===== config.mk =====
export PLATFORM = sky130hd
export DESIGN_NAME = div_unit
export DESIGN_NICKNAME = d
export VERILOG_FILES = /design/src/rtl/div_unit.sv
export SDC_FILE = /design/constraint.sdc
export NUM_CORES = 1
export LEC_CHECK = 0
export BUFFER_PORTS_ARGS = -buffer_cell sky130_fd_sc_hd__buf_2
export CELL_PAD_IN_SITES_DETAIL_PLACEMENT = 0
export CELL_PAD_IN_SITES_GLOBAL_PLACEMENT = 1
export CORE_UTILIZATION = 30
export CTS_CLUSTER_SIZE = 14
export DETAILED_ROUTE_END_ITERATION = 10
export PLACE_DENSITY_LB_ADDON = 0.1
export SLEW_MARGIN = 20
export SYNTH_ARGS = -nofsm -noshare
export SYNTH_HDL_FRONTEND = slang
export SYNTH_SLANG_ARGS = --single-unit

===== constraint.sdc =====
create_clock -name clk -period 10.94 [get_ports clk]
set_input_delay 2.188 -clock clk [delete_from_list [all_inputs] [get_ports clk]]
set_output_delay 2.188 -clock clk [all_outputs]
set_load 0.03 [all_outputs]

===== src/rtl/div_unit.sv =====
// Multi-cycle radix-2 restoring divider for RV32M DIV/DIVU/REM/REMU.
// Optional one-cycle early-out for |dividend| < |divisor| under `DIV_EARLY_OUT_EN.
module div_unit #(
  parameter int DATA_W = 32
) (
  input  logic              clk,
  input  logic              rst,
  input  logic              start_i,
  input  logic              annul_i,
  input  logic              signed_div_i,
  input  logic [DATA_W-1:0] dividend_i,
  input  logic [DATA_W-1:0] divisor_i,
  output logic [DATA_W-1:0] quotient_o,
  output logic [DATA_W-1:0] remainder_o,
  output logic              ready_o,
  output logic              stallreq_o
);

  localparam int CNT_W = $clog2(DATA_W) + 1;

  typedef enum logic [1:0] {IDLE, ON, END} state_t;

  state_t              state_q, state_d;
  logic [CNT_W-1:0]    cnt_q, cnt_d;
  logic [DATA_W-1:0]   pr_q, pr_d;
  logic [DATA_W-1:0]   dq_q, dq_d;
  logic [DATA_W-1:0]   dvs_q, dvs_d;
  logic                qneg_q, qneg_d;
  logic                rneg_q, rneg_d;
  logic [DATA_W-1:0]   quo_q, quo_d;
  logic [DATA_W-1:0]   rem_q, rem_d;
  logic                ready_q, ready_d;

  logic                a_neg, b_neg;
  logic [DATA_W-1:0]   a_mag, b_mag;
  logic [DATA_W:0]     shifted, diff;
  logic                q_bit;
  logic [DATA_W-1:0]   pr_step, q_step;

  // dq_q starts as the dividend magnitude and fills with quotient bits from the LSB
  always_comb begin
    a_neg   = signed_div_i & dividend_i[DATA_W-1];
    b_neg   = signed_div_i & divisor_i[DATA_W-1];
    a_mag   = a_neg ? -dividend_i : dividend_i;
    b_mag   = b_neg ? -divisor_i : divisor_i;
    shifted = {pr_q, dq_q[DATA_W-1]};
    diff    = shifted - {1'b0, dvs_q};
    q_bit   = ~diff[DATA_W];
    pr_step = q_bit ? diff[DATA_W-1:0] : shifted[DATA_W-1:0];
    q_step  = {dq_q[DATA_W-2:0], q_bit};
  end

  always_comb begin
    state_d = state_q;
    cnt_d   = cnt_q;
    pr_d    = pr_q;
    dq_d    = dq_q;
    dvs_d   = dvs_q;
    qneg_d  = qneg_q;
    rneg_d  = rneg_q;
    quo_d   = quo_q;
    rem_d   = rem_q;

    case (state_q)
      IDLE: begin
        if (start_i) begin
          if (divisor_i == '0) begin
            quo_d   = '1;
            rem_d   = dividend_i;
            state_d = END;
          end else if (signed_div_i && dividend_i == {1'b1, {(DATA_W-1){1'b0}}}
                       && divisor_i == '1) begin
            quo_d   = {1'b1, {(DATA_W-1){1'b0}}};
            rem_d   = '0;
            state_d = END;
`ifdef DIV_EARLY_OUT_EN
          end else if (a_mag < b_mag) begin
            quo_d   = '0;
            rem_d   = dividend_i;
            state_d = END;
`endif
          end else begin
            cnt_d   = '0;
            pr_d    = '0;
            dq_d    = a_mag;
            dvs_d   = b_mag;
            qneg_d  = a_neg ^ b_neg;
            rneg_d  = a_neg;
            state_d = ON;
          end
        end
      end
      ON: begin
        cnt_d = cnt_q + 1'b1;
        pr_d  = pr_step;
        dq_d  = q_step;
        if (cnt_q == CNT_W'(DATA_W-1)) begin
          quo_d   = qneg_q ? -q_step : q_step;
          rem_d   = rneg_q ? -pr_step : pr_step;
          cnt_d   = '0;
          state_d = END;
        end
      end
      END: begin
        if (!start_i) state_d = IDLE;
      end
      default: state_d = IDLE;
    endcase

    // A flush drops the operation but leaves the last published result intact
    if (annul_i) begin
      state_d = IDLE;
      cnt_d   = '0;
      quo_d   = quo_q;
      rem_d   = rem_q;
    end

    ready_d = (state_d == END);
  end

  always_ff @(posedge clk) begin
    if (rst) begin
      state_q <= IDLE;
      cnt_q   <= '0;
      pr_q    <= '0;
      dq_q    <= '0;
      dvs_q   <= '0;
      qneg_q  <= 1'b0;
      rneg_q  <= 1'b0;
      quo_q   <= '0;
      rem_q   <= '0;
      ready_q <= 1'b0;
    end else begin
      state_q <= state_d;
      cnt_q   <= cnt_d;
      pr_q    <= pr_d;
      dq_q    <= dq_d;
      dvs_q   <= dvs_d;
      qneg_q  <= qneg_d;
      rneg_q  <= rneg_d;
      quo_q   <= quo_d;
      rem_q   <= rem_d;
      ready_q <= ready_d;
    end
  end

  assign quotient_o  = quo_q;
  assign remainder_o = rem_q;
  assign ready_o     = ready_q;
  assign stallreq_o  = start_i & ~ready_q & ~annul_i;

endmodule


==> results.tsv <==
metric	value	unit
result of the run	complete, no violations	
worst-case reg-to-reg path depth	21	
worst rel slew slack	0.275	
# rows	74	
Final Routed Wirelength	48.1	mm
CP arrival	6270	ps
Crit-path slowest cell	nor4_1	
H-Tree Depth	4	
Tightest Hold Check Type	reg -> reg	
clock insertion delay at the later pin of the skew report	460	ps
cell seen most often among critical-path stages	nand2_1	
via count of the first global-routing pass	12000	
number of register bits inferred by synthesis	171	
setup repair bufs after CTS	0	
Leak Pwr	5.33	nW
total global routing overflow	0	
wire length of the first global-routing pass	73.6	mm
count of max-cap constraint violations	0	
die outline area	42200	sq um
CP Buf/Inv Count	4	
Hold Slack	447	ps
number of fill cells in the layout	4479	
dominant synthesized flop cell	dfxtp_1	
core occupancy in the finished layout	0.343	
post-synthesis async set-or-reset flop share	0	
Slew @ Worst Pin	1090	ps
sequence of cells on the critical path	inv_1 -> ha_1 -> nand2_1 -> nor4_1 -> nand3_1 -> a21oi_1 -> o211a_4 -> buf_4 -> inv_8 -> nand2_1 -> o21ai_0 -> inv_1 -> ha_1 -> nand2_1 -> nor4_1 -> and4b_1 -> a41oi_1 -> or3_1 -> nor3_1 -> mux2i_1 -> a31oi_1	
antenna fix cells	0	
Register Area	3420	sq um
area taken by multi-input logic gates	8320	sq um
type of the worst setup path	reg -> reg	
violation count after the first detailed-routing iteration	857	
DRC viols	0	
data required time of the critical path	11230	ps
Avg Synthesized Cell Area	7.46	sq um
chip height	205	um
worst setup margin	4970	ps
setup TNS after final layout	0	ps
die outline width	205	um
Initial Utilization	0.304	
Post-CTS Hold Fix Bufs	0	
final setup violation count	0	
synthesized netlist net count	1772	
number of port buffers	134	
number of instances in the synthesized netlist	1664	
total CTS buffers	17	
nature of the critical path endpoint	flip-flop	
worst voltage drop across the vdd grid	0.0992	mV
post-DP HPWL	35.8	mm
average wire length per cell after detail routing	21.2	um
ANT nets after route	0	
Crit Path Max Fanout	52	
root buffer selected by CTS	clkbuf_16	
Area Growth Syn to Fin	12.8	%
Max stage delay on crit path	650	ps
proportion of layout cells with a drive suffix above 1	0.132	
Seq/Total Area, Yosys	0.276	
1st-pass router iterations	7	
number of instances resized during post-cts repair	0	
Place WS	4840	ps
routability-driven placement congestion ratio	0.836	
largest net degree at the start of global routing	89	
netlist area before placement	12400	sq um
Unique masters post-synth	89	
final net count	1832	
post-route clock period utilization	0.546	
standard cell core area	40800	sq um
Fin Clk Skew	15.8	ps
Ys Warns	0	
clk slew on worst S/H paths	80	ps
total via count after detailed routing	12600	
number of synthesized flops with an enable pin	0	
gr usage total	0.229	
unrepaired setup endpoints after global routing	false	
Top-Level Pins	135	
CP Depth	21	
total power divided by cell area	116	nW/um^2
via density per instance	5.56	
instance count along the most critical hold path	2	
TritonCTS clock tree	built	
post-route minimum period	5970	ps
number of slew-limit violations in the final report	0	
Startpoint Class	flip-flop	
max frequency	167	MHz
initial antenna violation count	0	
Clock Path Buffers	2	
count of clock tree sinks	171	
CP top delay family	simple AND/OR/NAND/NOR gates	
final hold violation count	0	
synthesized netlist by cell type, drive strengths merged, types with 10 or more instances:
library cell	number	share of area
a211oi	58	0.038
a21o	10	0.0060
a21oi	132	0.056
a221oi	22	0.016
a31oi	45	0.023
and2	14	0.0071
and3	19	0.0096
buf	32	0.016
clkbuf	76	0.023
dfxtp	171	0.28
ha	38	0.038
inv	58	0.018
mux2i	25	0.020
nand2	170	0.051
nand3	52	0.022
nand4	14	0.0071
nor2	214	0.065
nor3	67	0.027
nor4	31	0.017
o211ai	31	0.019
o21ai	69	0.028
o31ai	29	0.018
o41ai	12	0.011
or3	21	0.011
or4	17	0.011
xnor2	66	0.047
xor2	59	0.042
kinds of logic after synthesis:
group,after synthesis,synth area share
xor+xnor,125,0.0882
compound gates,477,0.264
simple gates,658,0.253
buf+inv,167,0.0570
fa+ha+maj,39,0.0399
flops,171,0.276
mux,27,0.0220
report_power, final:
group	internal [mW]	switching (mW)	leakage (nW)	total, mW
registers	0.643	0.0229	1.39	0.666
clock network	0.325	0.305	0.288	0.630
logic	0.110	0.221	3.65	0.331
total	1.08	0.548	5.33	1.63
tightest hold or removal path: cells and delay by family (launching register included):
kind,cells,cell delay [ps]
flops,1,320
simple gates,2,90
cells in the final DEF (no fill, tap or decap), types with 5 or more instances in the layout:
cell and n:
nor2_1 210, dfxtp_1 171, nand2_1 170, buf_2 133, a21oi_1 126, nor3_1 66, xnor2_1 66, o21ai_0 63
xor2_1 59, inv_1 57, a211oi_1 53, nand3_1 51, a31oi_1 45, ha_1 38, o211ai_1 30, o31ai_1 29
nor4_1 28, mux2i_1 25, a221oi_1 22, or3_1 21, and3_1 19, clkbuf_16 17, or4_1 15, buf_4 15
nand4_1 14, and2_1 14, o41ai_1 10, a21o_1 10, o21a_1 9, or2_2 9, nand2b_1 7, a22oi_1 7
a311oi_1 6, a22o_1 5, inv_6 5
worst paths after layout:
| path | from | end | slack [ps] |
|---|---|---|---|
| setup / recovery | dvs_q[12]$_SDFFE_PP0P_ | remainder_o[30]$_SDFFE_PP0P_ | 4970 |
| hold reg to reg | quotient_o[27]$_SDFFE_PP0P_ | quotient_o[27]$_SDFFE_PP0P_ | 450 |
| setup reg to reg | dvs_q[12]$_SDFFE_PP0P_ | remainder_o[30]$_SDFFE_PP0P_ | 4970 |
| hold / removal | quotient_o[27]$_SDFFE_PP0P_ | quotient_o[27]$_SDFFE_PP0P_ | 450 |
per-layer routing:
metal | routed length, um | GRT usage | vias to the layer above
met5 | 0 | 0 | -
met4 | 599 | 0.0521 | 0
met3 | 2050 | 0.0312 | 34
met2 | 21200 | 0.357 | 299
met1 | 24200 | 0.331 | 6075
li1 | - | - | 6202
area by class of cell:
| type | count | area share |
|---|---|---|
| multi-input cells | 1326 | 0.594 |
| flip-flops and latches | 171 | 0.244 |
| repair buffers | 149 | 0.0564 |
| well taps | 532 | 0.0475 |
| clock buffers | 18 | 0.0314 |
| inverters | 59 | 0.0164 |
| clock inverters | 14 | 0.00938 |
state kept, by name, summed over array words and instances (netlist names):
signal,count
cnt_q,6
state_q,2
quotient_o,32
rneg_q,1
dq_q,32
qneg_q,1
ready_o,1
remainder_o,32
dvs_q,32
pr_q,32
stage by stage:
| step | instances | total power, mW | area [sq um] |
|---|---|---|---|
| floorplan | 1664 | 0.893 | 12400 |
| global placement | 2237 | 1.01 | 13400 |
| detailed placement | 2237 | 1.01 | 13400 |
| CTS | 2269 | 1.64 | 14000 |
| global route | 2269 | 1.70 | 14000 |
| finish | 2269 | 1.63 | 14000 |
Power figures use the tool's default switching activity.
